--- src/rtl/conv_layer_sequencer_if.sv ---
// Link between the layer sequencer and conv_controller plus pixel-source restart.
// master = sequencer side, slave = conv_controller side.
interface conv_layer_sequencer_if #(
  parameter int WT_ADDR_WIDTH   = 12,
  parameter int BIAS_ADDR_WIDTH = 7,
  parameter int CI_WIDTH        = 10
);
  logic                       cc_go;
  logic [CI_WIDTH-1:0]        cc_ci_groups;
  logic [BIAS_ADDR_WIDTH-1:0] cc_output_group;
  logic [WT_ADDR_WIDTH-1:0]   cc_wt_base_addr;
  logic                       cc_done;
  logic                       src_start;

  modport master (
    output cc_go, cc_ci_groups, cc_output_group, cc_wt_base_addr, src_start,
    input  cc_done
  );
  modport slave (
    input  cc_go, cc_ci_groups, cc_output_group, cc_wt_base_addr, src_start,
    output cc_done
  );
endinterface

--- src/rtl/conv_layer_sequencer.sv ---
// Layer-level scheduler: walks every output-channel group of a conv layer,
// programs conv_controller per group, replays the pixel frame, and reports
// completion / error status.
// Optional perf counters: define CONV_LAYER_SEQ_PERF_EN.
module conv_layer_sequencer #(
  parameter int WT_ADDR_WIDTH   = 12,
  parameter int BIAS_ADDR_WIDTH = 7,
  parameter int CI_WIDTH        = 10
) (
  input  logic                       clk,
  input  logic                       rst_n,
  input  logic [CI_WIDTH-1:0]        cfg_ci_groups,
  input  logic [BIAS_ADDR_WIDTH:0]   cfg_co_groups,
  input  logic [WT_ADDR_WIDTH-1:0]   cfg_wt_base_addr,
  input  logic                       start,
  input  logic                       abort,
  output logic                       busy,
  output logic                       done,
  output logic [1:0]                 err_code,
  conv_layer_sequencer_if.master     cc,
  output logic [31:0]                perf_cycles,
  output logic [BIAS_ADDR_WIDTH:0]   perf_groups
);
  localparam int B = BIAS_ADDR_WIDTH;
  localparam int W = WT_ADDR_WIDTH;
  localparam logic [B:0] ONE = 1;

  typedef enum logic [2:0] {IDLE, CHECK, ISSUE, WAIT_DONE, NEXT} state_t;
  state_t state, state_d;

  logic [CI_WIDTH-1:0] ci_q;
  logic [B:0]          co_sh;
  logic [W-1:0]        base_sh, wt_q;
  logic [B-1:0]        grp_q;
  logic                abort_pend;

  logic       accept, cfg_bad, last_grp, fin, ld_first, ld_next;
  logic [1:0] fin_code;
  logic [W:0] next_base;

  assign accept    = (state == IDLE) && start && !abort;
  // zero groups, more groups than the bias index can address, or no input channels
  assign cfg_bad   = (co_sh == '0) || (co_sh[B] && (|co_sh[B-1:0])) || (ci_q == '0);
  assign last_grp  = ({1'b0, grp_q} == (co_sh - ONE));
  // one extra bit so a weight-address wrap shows up as a carry
  assign next_base = {1'b0, wt_q} + (W+1)'(ci_q);

  assign cc.cc_go           = (state == ISSUE);
  assign cc.src_start       = (state == ISSUE);
  assign cc.cc_ci_groups    = ci_q;
  assign cc.cc_output_group = grp_q;
  assign cc.cc_wt_base_addr = wt_q;

  // state register
  always_ff @(posedge clk or negedge rst_n) begin
    if (!rst_n) state <= IDLE;
    else        state <= state_d;
  end

  // next state and per-cycle control strobes
  always_comb begin
    state_d  = state;
    fin      = 1'b0;
    fin_code = 2'd0;
    ld_first = 1'b0;
    ld_next  = 1'b0;
    case (state)
      IDLE:      if (accept) state_d = CHECK;
      CHECK:     if (cfg_bad) begin fin = 1'b1; fin_code = 2'd1; end
                 else begin ld_first = 1'b1; state_d = ISSUE; end
      ISSUE:     state_d = WAIT_DONE;
      WAIT_DONE: if (cc.cc_done) begin
                   // the running group is always allowed to finish before an abort lands
                   if (abort_pend || abort) begin fin = 1'b1; fin_code = 2'd3; end
                   else if (last_grp)      fin = 1'b1;
                   else                    state_d = NEXT;
                 end
      NEXT:      if (next_base[W]) begin fin = 1'b1; fin_code = 2'd2; end
                 else begin ld_next = 1'b1; state_d = ISSUE; end
      default:   state_d = IDLE;
    endcase
    if (fin) state_d = IDLE;
  end

  // shadow config, status and per-group conv_controller programming
  always_ff @(posedge clk or negedge rst_n) begin
    if (!rst_n) begin
      busy       <= 1'b0;
      done       <= 1'b0;
      err_code   <= 2'd0;
      ci_q       <= '0;
      co_sh      <= '0;
      base_sh    <= '0;
      wt_q       <= '0;
      grp_q      <= '0;
      abort_pend <= 1'b0;
    end else begin
      done <= fin;
      if (accept) begin
        ci_q       <= cfg_ci_groups;
        co_sh      <= cfg_co_groups;
        base_sh    <= cfg_wt_base_addr;
        err_code   <= 2'd0;
        busy       <= 1'b1;
        abort_pend <= 1'b0;
      end else begin
        if (fin) begin
          busy     <= 1'b0;
          err_code <= fin_code;
        end
        if (state != IDLE && abort) abort_pend <= 1'b1;
      end
      if (ld_first) begin
        grp_q <= '0;
        wt_q  <= base_sh;
      end
      if (state == NEXT) grp_q <= grp_q + 1'b1;
      if (ld_next)       wt_q  <= next_base[W-1:0];
    end
  end

`ifdef CONV_LAYER_SEQ_PERF_EN
  // busy-cycle and completed-group counters, cleared on each accepted start
  always_ff @(posedge clk or negedge rst_n) begin
    if (!rst_n) begin
      perf_cycles <= '0;
      perf_groups <= '0;
    end else if (accept) begin
      perf_cycles <= '0;
      perf_groups <= '0;
    end else begin
      if (busy && perf_cycles != '1)      perf_cycles <= perf_cycles + 32'd1;
      if (state == WAIT_DONE && cc.cc_done) perf_groups <= perf_groups + ONE;
    end
  end
`else
  assign perf_cycles = '0;
  assign perf_groups = '0;
`endif
endmodule

--- src/flat_wrapper.sv ---
// flat-port wrapper written by rule: the top's interface ports become plain ports
module conv_layer_sequencer_flat 
#(
  parameter int WT_ADDR_WIDTH   = 12,
  parameter int BIAS_ADDR_WIDTH = 7,
  parameter int CI_WIDTH        = 10
)
  (clk, rst_n, cfg_ci_groups, cfg_co_groups, cfg_wt_base_addr, start, abort, busy, done, err_code, perf_cycles, perf_groups, cc_cc_go, cc_cc_ci_groups, cc_cc_output_group, cc_cc_wt_base_addr, cc_src_start, cc_cc_done);
  conv_layer_sequencer_if #(.WT_ADDR_WIDTH(WT_ADDR_WIDTH), .BIAS_ADDR_WIDTH(BIAS_ADDR_WIDTH), .CI_WIDTH(CI_WIDTH)) cc_i ();
  input  logic clk;
  input  logic rst_n;
  input  logic [CI_WIDTH-1:0] cfg_ci_groups;
  input  logic [BIAS_ADDR_WIDTH:0] cfg_co_groups;
  input  logic [WT_ADDR_WIDTH-1:0] cfg_wt_base_addr;
  input  logic start;
  input  logic abort;
  output logic busy;
  output logic done;
  output logic [1:0] err_code;
  output logic [31:0] perf_cycles;
  output logic [BIAS_ADDR_WIDTH:0] perf_groups;
  output wire logic [$bits(cc_i.cc_go)-1:0] cc_cc_go;
  output wire logic [$bits(cc_i.cc_ci_groups)-1:0] cc_cc_ci_groups;
  output wire logic [$bits(cc_i.cc_output_group)-1:0] cc_cc_output_group;
  output wire logic [$bits(cc_i.cc_wt_base_addr)-1:0] cc_cc_wt_base_addr;
  output wire logic [$bits(cc_i.src_start)-1:0] cc_src_start;
  input wire logic [$bits(cc_i.cc_done)-1:0] cc_cc_done;
  assign cc_cc_go = cc_i.cc_go;
  assign cc_cc_ci_groups = cc_i.cc_ci_groups;
  assign cc_cc_output_group = cc_i.cc_output_group;
  assign cc_cc_wt_base_addr = cc_i.cc_wt_base_addr;
  assign cc_src_start = cc_i.src_start;
  assign cc_i.cc_done = cc_cc_done;
  conv_layer_sequencer #(.WT_ADDR_WIDTH(WT_ADDR_WIDTH), .BIAS_ADDR_WIDTH(BIAS_ADDR_WIDTH), .CI_WIDTH(CI_WIDTH)) u_core (.clk(clk), .rst_n(rst_n), .cfg_ci_groups(cfg_ci_groups), .cfg_co_groups(cfg_co_groups), .cfg_wt_base_addr(cfg_wt_base_addr), .start(start), .abort(abort), .busy(busy), .done(done), .err_code(err_code), .cc(cc_i), .perf_cycles(perf_cycles), .perf_groups(perf_groups));
endmodule
--- config.mk ---
export PLATFORM = sky130hd
export DESIGN_NAME = conv_layer_sequencer_flat
export DESIGN_NICKNAME = d
export VERILOG_FILES = /design/src/rtl/conv_layer_sequencer_if.sv /design/src/rtl/conv_layer_sequencer.sv /design/src/flat_wrapper.sv
export SDC_FILE = /design/constraint.sdc
export NUM_CORES = 1
export LEC_CHECK = 0
export CAP_MARGIN = 30
export CORE_MARGIN = 2
export CORE_UTILIZATION = 49
export CTS_CLUSTER_DIAMETER = 200
export DETAILED_ROUTE_END_ITERATION = 16
export GPL_TIMING_DRIVEN = 0
export PLACE_DENSITY = 0.95
export SKIP_LAST_GASP = 1
export SLEW_MARGIN = 20
export SYNTH_ARGS = -nofsm -noshare
export SYNTH_HDL_FRONTEND = slang
export SYNTH_SLANG_ARGS = --single-unit
export TNS_END_PERCENT = 1
--- constraint.sdc ---
create_clock -name clk -period 6.56 [get_ports clk]
set_clock_uncertainty 0.15 [all_clocks]
set_input_delay 1.312 -clock clk [delete_from_list [all_inputs] [get_ports clk]]
set_output_delay 1.312 -clock clk [all_outputs]
set_load 0.02 [all_outputs]
==> impl_metrics.py, run 1 <==
metrics = {
    "timing": {
        "fin_crit_sh_pct": 51.8,
        "rsz0062_at_grt": "false",
        "drv_slew": 0,
        "hold_viol_final": 0,
        "maxSlewHeadroom_pct": 51.5,
        "finalSetupViolCount": 0,
        "finalSetupTns_ns": 0,
        "fin_crit_ns": 3.40,
        "fmax_mhz": 294,
        "tightest_slew_ns": 0.728,
    },
    "critical_path": {
        "r2r-end": "u_core.state[0]",
        "critical_path.cell_chain": "inv_1, nor3_1, buf_4, clkdlybuf4s50_1",
        "cp_slowest_cell": "clkdlybuf4s50_1",
        "cpLargestDelayFamily": "buffers and inverters",
        "endpoint_kind": "output port",
        "cp.depth": 4,
        "reg2reg_from": "u_core.cc.cc_ci_groups[0]",
        "crit_buf_inv": 3,
        "cp_max_fo": 7,
        "cp-endpoint": "cc_src_start",
        "cp.required_ns": 5.10,
        "reg2reg_depth": 9,
        "crit_path_max_incr_delay_ns": 0.59,
        "critical_path_arrival_ns": 1.94,
        "startpoint": "u_core.state[1]",
        "worst-setup-path-type": "reg -> out",
        "r2r_slack_ns": 3.54,
        "critPathLaunchType": "flop",
    },
    "floorplanning": {
        "start_util_pct": 50.8,
        "fp.dieW_um": 88.1,
        "io_pins": 110,
        "num_rows": 30,
        "die_area_sq_um": 7760,
        "chipHeight_um": 88.1,
        "core_sq_um": 6830,
    },
    "grt": {
        "grt_pass1_wl_um": 13500,
        "grt_pass1_vias": 2946,
        "grt_max_degree": 58,
        "antenna_found_initial": 0,
        "track_usage_pct": 22.8,
        "grt_overflow": 0,
    },
    "power": {
        "p_per_area_nw_per_um2": 456,
        "p_leak_nw": 2.17,
        "irDropWorstVdd_mv": 0.287,
    },
    "placement": {
        "dpl-instance-area_sq_um": 4420,
        "port_buffers": 69,
        "hpwl_um": 6050,
        "place_congestion": 0.842,
    },
    "clocking": {
        "clock-root-buffer": "clkbuf_8",
        "numCtsBuffers": 9,
        "clock_path_buffers": 2,
        "cts_tree": "built",
        "holdBufCountCts": 0,
        "h-tree-depth": 3,
        "clock_latency_ns": 0.35,
        "cts_setup_buffers": 0,
        "cts.sinks": 57,
        "clkSlewWorstSetupHoldPaths_ns": 0.07,
        "cts_resized": 0,
    },
    "route": {
        "drtIter0Drc": 160,
        "met3WireLength_um": 387,
        "antenna_left": 0,
        "avgViaCountPerCell": 5.15,
        "drt-met1-wl_um": 3310,
        "top_layer": "met4",
        "wl_per_cell_um": 14.8,
        "drc": 0,
        "dr_wl_met2_um": 4430,
        "routed_wl_um": 8280,
        "dr.pass1.iters": 4,
        "vias": 2891,
    },
    "logic_synthesis": {
        "yosys_register_bits": 57,
        "synth_ff_type": "dfrtp_1",
        "avgSynthCellArea_sq_um": 10.2,
        "syn_inst": 341,
        "synth-edff-count": 0,
        "synthArstFlopShare_pct": 100,
        "syn-cell-area_sq_um": 3470,
        "ys_warn_count": 0,
        "ys_seq_area_share_pct": 41.1,
        "ys_types": 54,
    },
    "layout": {
        "n_antenna_cell": 0,
        "final_area_sq_um": 4650,
        "area_growth_pct": 34.1,
        "layout.nets": 509,
        "layout-drive-gt1-share_pct": 21.7,
    },
    "job": {
        "maxCapViolations": 0,
    },
    "min_path": {
        "hold_class": "reg -> reg",
    },
    "outcome": {
        "outcome": "complete, no violations",
    },
}
==> through the flow <==
step | utilization [%] | worst slack, ns | hold WS (ns) | total power, mW | cells
4_1_cts | 68.1 | 3.17 | 0.356 | 2.11 | 561
3_3_place_gp | 64.8 | 2.33 | 0.322 | 1.67 | 545
2_1_floorplan | - | 3.79 | 0.300 | 1.36 | 380
6_report | 68.1 | 3.16 | 0.356 | 2.12 | 561
5_1_grt | 68.1 | 3.00 | 0.375 | 2.26 | 561
3_5_place_dp | 64.7 | 3.08 | 0.331 | 1.72 | 545
==> worst min path at each step <==
| stage | from | to | slack [ns] | cells after the start |
|---|---|---|---|---|
| finish | u_core.base_sh[1] | u_core.base_sh[1] | 0.36 | 1 |
| global route | u_core.base_sh[2] | u_core.base_sh[2] | 0.38 | 1 |
| CTS | u_core.base_sh[1] | u_core.cc.cc_wt_base_addr[1] | 0.36 | 2 |
| detailed placement | u_core.base_sh[1] | u_core.cc.cc_wt_base_addr[1] | 0.33 | 2 |
| global placement | u_core.base_sh[10] | u_core.cc.cc_wt_base_addr[10] | 0.32 | 2 |
| floorplan | u_core.base_sh[10] | u_core.cc.cc_wt_base_addr[10] | 0.30 | 2 |
==> logic make-up (layout without fill, tap and decap cells) <==
kind of cell	Yosys count	after routing	share of synthesized area [%]
compound gates	72	72	13.6
other cells	1	40	0.108
simple gates	86	86	13.0
mux	38	38	12.1
fa+ha+maj	14	14	5.27
buf+inv	56	141	10.5
flops	57	57	41.1
xor+xnor	17	17	4.29
==> state kept, by name, indices dropped and copies added (netlist names) <==
register	cells
u_core.abort_pend	1
u_core.base_sh	12
u_core.busy	1
u_core.cc.cc_ci_groups	10
u_core.cc.cc_output_group	7
u_core.cc.cc_wt_base_addr	12
u_core.co_sh	8
u_core.done	1
u_core.err_code	2
u_core.state	3
==> cell usage in the layout, fill, tap and decap left out, drive strengths merged, types with 8 or more instances in the layout <==
master          n
dfrtp          57
mux2i           8
nand3          13
o21ai          33
conb           40
clkbuf         18
ha             13
buf            43
a21oi           9
nor2           13
xnor2          12
nand2          24
clkdlybuf4s50  68
mux2           30
==> worst register-to-register path, cell delays in order, from the launching register on <==
cell      delay, ns
dfrtp_1        0.42
ha_1           0.25
fa_1           0.45
a211oi_1       0.27
o21bai_1       0.18
o2111a_1       0.30
o21ai_0        0.32
o211ai_2       0.19
a21o_1         0.20
a221oi_2       0.20
==> cell usage after synthesis (8+ instances only) <==
master | number | share of area (%)
nor2_1 | 13 | 1.4
o21ai_0 | 33 | 4.8
a21oi_1 | 9 | 1.3
ha_1 | 13 | 4.7
nand2_1 | 24 | 2.6
buf_4 | 41 | 8.9
nand3_1 | 13 | 1.9
xnor2_1 | 12 | 3.0
mux2_2 | 30 | 9.7
dfrtp_1 | 57 | 41
mux2i_1 | 8 | 2.3
==> report_power, final <==
part / switching, mW / internal, mW
Clock: 0.147 / 0.233
Combinational: 0.551 / 0.530
Sequential: 0.157 / 0.500
Total: 0.855 / 1.26
==> metal layers <==
metal | GRT usage, % | vias up
met2 | 41.5 | 93
met3 | 4.05 | 14
met5 | 0 | -
met4 | 9.92 | 0
li1 | - | 1383
met1 | 26.3 | 1401
==> area by class of cell <==
class | count | area, sq um
Timing Repair Buffer | 69 | 688
Multi-Input combinational cell | 267 | 1820
Buffer | 49 | 339
Clock inverter | 5 | 77.6
Sequential cell | 57 | 1430
Fill cell | 511 | 2180
Inverter | 7 | 26.3
Clock buffer | 11 | 151
Tap cell | 96 | 120
Power figures use the tool's default switching activity.
==> run 2: changes to the inputs <==
--- a/config.mk
+++ b/config.mk
@@ -7,11 +7,11 @@
 export LEC_CHECK = 0
 export CAP_MARGIN = 30
 export CORE_MARGIN = 2
-export CORE_UTILIZATION = 49
+export CORE_UTILIZATION = 47
 export CTS_CLUSTER_DIAMETER = 200
 export DETAILED_ROUTE_END_ITERATION = 16
 export GPL_TIMING_DRIVEN = 0
-export PLACE_DENSITY = 0.95
+export PLACE_DENSITY = 0.92
 export SKIP_LAST_GASP = 1
 export SLEW_MARGIN = 20
 export SYNTH_ARGS = -nofsm -noshare
==> constraint.sdc (replaced) <==
create_clock -name clk -period 3.2 [get_ports clk]
set_clock_uncertainty 0.15 [all_clocks]
set_input_delay 0.64 -clock clk [delete_from_list [all_inputs] [get_ports clk]]
set_output_delay 0.64 -clock clk [all_outputs]
set_load 0.02 [all_outputs]
==> run 2 against run 1 <==
  * Die area rose by 4.1%
  * Wire length fell by 2.4%
  * Total power is 97% higher
  * Design area shrank 0.70%
  * Via count down 1.1%
  * Utilization shrank 4.1 points
==> impl_metrics.py, run 2 (synthesis gave the netlist of run 1 again) <==
metrics = {
    "power": {
        "p_leak_nw": 2.16,
        "power_frac_seq_pct": 32.2,
        "irDropWorstVdd_mv": 0.539,
        "switching_share_pct": 40.9,
        "combPwrFrac_pct": 52.3,
        "p_int_mw": 2.47,
        "p_per_area_nw_per_um2": 906,
        "clockPowerShare_pct": 15.6,
        "p_sw_mw": 1.71,
    },
    "critical_path": {
        "cp_max_fo": 4,
        "critical_path_arrival_ns": 3.08,
        "reg2reg_from": "u_core.cc.cc_ci_groups[0]",
        "cp.required_ns": 3.30,
        "reg2reg_depth": 9,
        "endpoint_kind": "flop",
        "r2r-end": "u_core.state[0]",
        "worst-setup-path-type": "reg -> reg",
        "r2r_slack_ns": 0.22,
        "critPathLaunchType": "flop",
    },
    "layout": {
        "area_growth_pct": 33.2,
        "final_cell_mix": "68 x clkdlybuf4s50_1, 57 x dfrtp_1, 42 x buf_4, 40 x conb_1, 33 x o21ai_0",
        "n_fill_cell": 604,
        "n_antenna_cell": 0,
        "layout-drive-gt1-share_pct": 21.5,
        "final_common_cell": "clkdlybuf4s50_1",
        "fin_util_pct": 64.0,
        "layout.nets": 509,
    },
    "route": {
        "drc": 0,
        "vias": 2858,
        "dr.pass1.iters": 4,
        "drtIter0Drc": 143,
        "routed_wl_um": 8080,
        "antenna_left": 0,
        "avgViaCountPerCell": 5.07,
        "wl_per_cell_um": 14.3,
    },
    "timing": {
        "fmax_mhz": 336,
        "worst_slack_ns": 0.220,
        "tightest_slew_ns": 0.738,
        "maxSlewHeadroom_pct": 50.8,
        "rsz0062_at_grt": "false",
        "finalSetupViolCount": 0,
        "drv_slew": 0,
        "hold_viol_final": 0,
        "fin_crit_sh_pct": 93.1,
        "fin_crit_ns": 2.98,
    },
    "floorplanning": {
        "die_area_sq_um": 8080,
        "start_util_pct": 48.1,
        "chipHeight_um": 89.9,
        "num_rows": 31,
        "core_sq_um": 7210,
        "io_pins": 110,
        "fp.dieW_um": 89.9,
    },
    "clocking": {
        "clkSlewWorstSetupHoldPaths_ns": 0.07,
        "clock-root-buffer": "clkbuf_8",
        "cts_resized": 0,
        "holdBufCountCts": 0,
        "numCtsBuffers": 9,
        "cts_tree": "built",
        "clock_path_buffers": 2,
        "h-tree-depth": 3,
        "cts_setup_buffers": 0,
        "cts.sinks": 57,
        "clock_latency_ns": 0.34,
    },
    "grt": {
        "grt_pass1_vias": 2831,
        "grt_overflow": 0,
        "grt_max_degree": 58,
        "grt_pass1_wl_um": 13400,
        "track_usage_pct": 20.4,
        "antenna_found_initial": 0,
    },
    "placement": {
        "place_congestion": 0.877,
        "pre_cts_ws_ns": 0.291,
        "hpwl_um": 6030,
        "port_buffers": 69,
    },
    "job": {
        "maxCapViolations": 0,
    },
    "min_path": {
        "hold_class": "in -> async",
    },
    "outcome": {
        "outcome": "complete, no violations",
    },
}
## run 2: layout make-up
cell class / count / area (sq um) / share of cell area [%]
clock inverters: 2 / 10.0 / 0.217
multi-input cells: 267 / 1820 / 39.4
plain buffers: 49 / 339 / 7.34
repair buffers: 69 / 688 / 14.9
flip-flops and latches: 57 / 1430 / 30.9
clock buffers: 14 / 183 / 3.96
well taps: 99 / 124 / 2.68
inverters: 7 / 26.3 / 0.569
## run 2: worst max-delay path: stages, from the launching register on
cell	delay [ns]
dfrtp_1	0.42
ha_1	0.25
fa_1	0.43
a211oi_1	0.24
o21bai_1	0.18
o2111a_1	0.29
o21ai_0	0.34
o211ai_2	0.19
a21o_1	0.20
a221oi_2	0.21
## run 2: how the worst max path moves through the flow
stage | startpoint | endpoint | slack [ns] | cells after the start
after floorplan | u_core.cc.cc_wt_base_addr[0] | u_core.state[0] | 0.46 | 9
after global placement | rst_n | u_core.co_sh[6] | -0.35 | 1
after detailed placement | u_core.cc.cc_ci_groups[0] | u_core.state[0] | 0.29 | 9
after CTS | u_core.cc.cc_ci_groups[0] | u_core.state[0] | 0.25 | 9
after global routing | u_core.cc.cc_ci_groups[0] | u_core.state[0] | 0.002 | 9
final | u_core.cc.cc_ci_groups[0] | u_core.state[0] | 0.22 | 9
## run 2: power groups by stage
stage	Clock (mW)	Sequential, mW	Combinational (mW)
6_report	0.651	1.35	2.19
5_1_grt	0.691	1.39	2.39
4_1_cts	0.657	1.34	2.19
3_5_place_dp	0	1.35	2.17
3_3_place_gp	0	1.33	2.09
2_1_floorplan	0	1.45	1.34
## run 2: stage by stage
stage	TNS [ns]	area (sq um)	instances	total power [mW]	hold slack, ns
after global placement	-20.00	4430	548	3.42	0.329
after CTS	0	4620	564	4.19	0.228
after floorplan	0	3610	380	2.79	0.194
after detailed placement	0	4430	548	3.52	0.335
after global routing	0	4620	564	4.47	0.266
final	0	4620	564	4.18	0.212
## run 2: routing by layer
metal | up-vias | track usage, % | wire (um)
met5 | - | 0 | 0
met1 | 1368 | 23.5 | 3280
met3 | 16 | 5.11 | 436
met2 | 93 | 36.4 | 4190
met4 | 0 | 8.33 | 167
li1 | 1381 | - | -
==> run 3: changes to the inputs <==
--- a/config.mk
+++ b/config.mk
@@ -12,7 +12,6 @@
 export DETAILED_ROUTE_END_ITERATION = 16
 export GPL_TIMING_DRIVEN = 0
 export PLACE_DENSITY = 0.92
-export SKIP_LAST_GASP = 1
 export SLEW_MARGIN = 20
 export SYNTH_ARGS = -nofsm -noshare
 export SYNTH_HDL_FRONTEND = slang
==> results of run 3 <==
No change in the layout: final DEF, timing and power equal those of run 2.
==> variant 1 (settings of run 1) <==
`CI_WIDTH` is set to 10 in 3 places; all go to 8.
--- a/src/rtl/conv_layer_sequencer_if.sv
+++ b/src/rtl/conv_layer_sequencer_if.sv
@@ -3,7 +3,7 @@
 interface conv_layer_sequencer_if #(
   parameter int WT_ADDR_WIDTH   = 12,
   parameter int BIAS_ADDR_WIDTH = 7,
-  parameter int CI_WIDTH        = 10
+  parameter int CI_WIDTH        = 8
 );
   logic                       cc_go;
   logic [CI_WIDTH-1:0]        cc_ci_groups;
--- a/src/rtl/conv_layer_sequencer.sv
+++ b/src/rtl/conv_layer_sequencer.sv
@@ -5,7 +5,7 @@
 module conv_layer_sequencer #(
   parameter int WT_ADDR_WIDTH   = 12,
   parameter int BIAS_ADDR_WIDTH = 7,
-  parameter int CI_WIDTH        = 10
+  parameter int CI_WIDTH        = 8
 ) (
   input  logic                       clk,
   input  logic                       rst_n,
--- a/src/flat_wrapper.sv
+++ b/src/flat_wrapper.sv
@@ -3,7 +3,7 @@
 #(
   parameter int WT_ADDR_WIDTH   = 12,
   parameter int BIAS_ADDR_WIDTH = 7,
-  parameter int CI_WIDTH        = 10
+  parameter int CI_WIDTH        = 8
 )
   (clk, rst_n, cfg_ci_groups, cfg_co_groups, cfg_wt_base_addr, start, abort, busy, done, err_code, perf_cycles, perf_groups, cc_cc_go, cc_cc_ci_groups, cc_cc_output_group, cc_cc_wt_base_addr, cc_src_start, cc_cc_done);
   conv_layer_sequencer_if #(.WT_ADDR_WIDTH(WT_ADDR_WIDTH), .BIAS_ADDR_WIDTH(BIAS_ADDR_WIDTH), .CI_WIDTH(CI_WIDTH)) cc_i ();
Ports: changed (resized cc_cc_ci_groups and cfg_ci_groups); port bits go from 110 to 106. No check against the original RTL was run, so the function may have changed too.
==> variant 1 against run 1 <==
- die area shrank 4.3%
- design area shrank 7.3%
- area after synthesis fell by 4.5%
- power is 13% lower
- critical endpoint unchanged
- wire length decreased by 0.52%
- count of clock-buffer cells in the layout is 6 lower
- clock power shrank 41%
- sequential cell count fell by 2
- highest routed layer unchanged
- synthesized cell count rose by 8.8%
- sequential share of layout area is 1.3 points higher
- critical path type unchanged
- setup slack improved by 0.064 ns
==> variant 1: results (changes against run 1) <==
| Metric | Value |
|---|---|
| Run status | `complete, no violations (unchanged)` |
| Largest net degree at the start of global routing | `56 (was 58)` |
| Arr. time, crit path | `1.87 ns (was 1.94 ns)` |
| Mux cell area share after synthesis | `0.00302 (was 0.121)` |
| Sequential area share after synthesis | `0.416 (was 0.411)` |
| Cell Area, Placed | `4200 um^2 (was 4420 um^2)` |
| Maximum fanout along the worst path | `9 (was 7)` |
| Reg clk slew, reported paths | `0.10 ns (was 0.07 ns)` |
| Drt wl/cell | `14.7 um (was 14.8 um)` |
| Via density per instance | `5.33 (was 5.15)` |
| R2r startpoint | `u_core.cc.cc_wt_base_addr[0] (was u_core.cc.cc_ci_groups[0])` |
| Final setup margin | `3.22 ns (was 3.16 ns)` |
| Clk pwr share | `0.123 (was 0.180)` |
| Worst VDD drop | `0.000335 V (was 0.000287 V)` |
| Layout cells sized above 1 | `0.112 (was 0.217)` |
| CP startpoint | `u_core.state[2] (was u_core.state[1])` |
| Hold Slack | `0.332 ns (was 0.356 ns)` |
| Post-synthesis xor/xnor area fraction | `0.0476 (was 0.0429)` |
| Total Wirelength | `8.24 mm (was 8.28 mm)` |
| Post-synthesis compound-gate area fraction | `0.147 (was 0.136)` |
| CTS Buf Count | `5 (was 9)` |
| Place WS | `2.94 ns (was 3.08 ns)` |
| Global-route wire length before repair | `13.1 mm (was 13.5 mm)` |
| Placed insts | `552 (was 545)` |
| Post-synth top cells | `nand2_1, dfrtp_1, buf_4 (was dfrtp_1, buf_4, o21ai_0)` |
| Clock Latency Late Sink | `0.32 ns (was 0.35 ns)` |
| Hold depth | `2 (was 1)` |
| HPWL Detailed | `6.11 mm (was 6.05 mm)` |
| R2R Setup Slk | `3.25 ns (was 3.54 ns)` |
| Htree depth | `2 (was 3)` |
| Synth unique cells | `55 (was 54)` |
| Post-synthesis adder-cell area fraction | `0.0506 (was 0.0527)` |
| Slew margin rel. | `0.541 (was 0.515)` |
| Hold path endpoint | `u_core.base_sh[3] (was u_core.base_sh[1])` |
| DR iter-0 viols | `243 (was 160)` |
| Total global-route track usage | `0.222 (was 0.228)` |
| Sw power | `806 uW (was 855 uW)` |
| Worst reg-to-reg path cell count | `8 (was 9)` |
| Number of filler cells placed in the layout | `530 (was 511)` |
| Port Buf Inserts | `65 (was 69)` |
| Worst hold start | `u_core.base_sh[3] (was u_core.base_sh[1])` |
| Seq pwr share | `0.348 (was 0.310)` |
[variant 1: changes by cell type in the layout (fill, tap and decap cells not counted), moves of 4 or more]
cell,delta
o21ai_0,-16
nor4_1,+4
nor2_1,+4
and3_1,+4
nand3_1,-5
nand2_1,+65
clkdlybuf4s50_1,-4
a22o_1,+4
mux2_2,-30
clkbuf_8,-6
mux2i_1,-7
[variant 1: area by class of cell]
type | instances | area share
plain buffers | 50 | 0.0810
clock buffers | 5 | 0.0160
clock inverters | 2 | 0.00871
inverters | 6 | 0.00523
multi-input cells | 299 | 0.397
flip-flops and latches | 55 | 0.319
well taps | 77 | 0.0224
repair buffers | 65 | 0.150
[variant 1: worst max-delay path, stage by stage (launching register included)]
cell and delay (ns):
dfrtp_1 0.47, nand2b_1 0.21, nor2_1 0.15, buf_4 0.13
clkdlybuf4s50_1 0.59
[variant 1: metal layers]
metal,track usage,vias up,wire length [um]
li1,-,1430,-
met1,0.283,1418,3390
met2,0.387,120,4200
met3,0.0448,10,585
met4,0.0554,0,59
met5,0,-,0
==> variant 2 (flow settings as in run 1) <==
Made on the original files. The 5 states of `state_t` get a Gray code encoding in 3 bits.
--- a/src/rtl/conv_layer_sequencer.sv
+++ b/src/rtl/conv_layer_sequencer.sv
@@ -25,7 +25,7 @@
   localparam int W = WT_ADDR_WIDTH;
   localparam logic [B:0] ONE = 1;
 
-  typedef enum logic [2:0] {IDLE, CHECK, ISSUE, WAIT_DONE, NEXT} state_t;
+  typedef enum logic [2:0] {IDLE = 3'b000, CHECK = 3'b001, ISSUE = 3'b011, WAIT_DONE = 3'b010, NEXT = 3'b110} state_t;
   state_t state, state_d;
 
   logic [CI_WIDTH-1:0] ci_q;
Behaviour: same outputs for any inputs over 10 cycles, from zero or initial values and one cycle with rst_n low; not proved beyond that.
==> variant 2 against run 1 <==
- count of clock-buffer cells in the layout is the same
- design area grew 2.9%
- area after synthesis grew 3.3%
- register-to-register slack gained 0.22 ns
- first-iteration DRC count grew 37%
- highest routed layer unchanged
- largest power group unchanged
- sequential power grew 2%
- power grew 7.6%
- wire length shrank 2.1%
- critical path type unchanged
- sequential cell count is the same
- setup slack gained 0.072 ns
==> variant 2: results (changes against run 1) <==
| Metric | Value |
|---|---|
| Placed insts | `544 (was 545)` |
| Via density per instance | `5.10 (was 5.15)` |
| Hold depth | `2 (was 1)` |
| Synth unique cells | `53 (was 54)` |
| Actual slew at the worst max-slew pin | `0.725 ns (was 0.728 ns)` |
| Post-synthesis xor/xnor area fraction | `0.0514 (was 0.0429)` |
| Clock root buffer | `clkbuf_8 (unchanged)` |
| Worst VDD drop | `0.000268 V (was 0.000287 V)` |
| HPWL Detailed | `6.03 mm (was 6.05 mm)` |
| Hold path endpoint | `u_core.cc.cc_wt_base_addr[10] (was u_core.base_sh[1])` |
| Async set-reset flop share out of synthesis | `1.00 (unchanged)` |
| RR Endpoint | `u_core.done (was u_core.state[0])` |
| Switching share of power | `0.410 (was 0.403)` |
| Sequential area share after synthesis | `0.398 (was 0.411)` |
| Hold Slack | `0.348 ns (was 0.356 ns)` |
| R2r startpoint | `u_core.cc.cc_ci_groups[0] (unchanged)` |
| RePlAce Congestion | `0.879 (was 0.842)` |
| Number of global-route vias before repair | `2664 (was 2946)` |
| Via count | `2857 (was 2891)` |
| Post-synth top cells | `dfrtp_1, buf_4, mux2_2 (was dfrtp_1, buf_4, o21ai_0)` |
| R2R Setup Slk | `3.76 ns (was 3.54 ns)` |
| Maximum fanout along the worst path | `8 (was 7)` |
| Layout cells sized above 1 | `0.217 (about the same)` |
| Run status | `complete, no violations (unchanged)` |
| Global-route wire length before repair | `12.9 mm (was 13.5 mm)` |
| Leak Pwr | `0.00225 uW (was 0.00217 uW)` |
| Seq pwr share | `0.295 (was 0.310)` |
| Clk pwr share | `0.178 (was 0.180)` |
| Drt wl/cell | `14.5 um (was 14.8 um)` |
| DR iter-0 viols | `219 (was 160)` |
| Arr. time, crit path | `1.87 ns (was 1.94 ns)` |
| Mux cell area share after synthesis | `0.147 (was 0.121)` |
| Cell Area, Placed | `4540 um^2 (was 4420 um^2)` |
| Post-synthesis adder-cell area fraction | `0.0510 (was 0.0527)` |
| Syn Inst Count | `337 (was 341)` |
| Total global-route track usage | `0.213 (was 0.228)` |
| Worst hold start | `u_core.base_sh[10] (was u_core.base_sh[1])` |
| Post-synthesis compound-gate area fraction | `0.127 (was 0.136)` |
| # nets final | `505 (was 509)` |
==> variant 2: cell type report <==
type | count | area [um^2]
Clock inverter | 5 | 103
Inverter | 10 | 37.5
Timing Repair Buffer | 69 | 688
Tap cell | 99 | 124
Sequential cell | 57 | 1430
Buffer | 51 | 357
Fill cell | 545 | 2390
Multi-Input combinational cell | 258 | 1910
Clock buffer | 11 | 141
==> variant 2: through the flow <==
step / power [uW] / setup WS (ns)
2_1_floorplan: 1470 / 3.99
3_3_place_gp: 1800 / 2.31
3_5_place_dp: 1860 / 3.13
4_1_cts: 2280 / 3.23
5_1_grt: 2430 / 3.05
6_report: 2280 / 3.23
==> variant 2: routing by layer <==
metal  vias up  share of wire  track usage
li1       1379              -            -
met1      1361           0.43        0.272
met2       103           0.49        0.356
met3        14          0.063       0.0545
met4         0          0.015       0.0651
met5         -              0            0
==> variant 2: worst min-delay path: stages, from the launching register on <==
cell and delay, ns:
dfrtp_1 0.34, nand2_1 0.06, o221ai_2 0.05
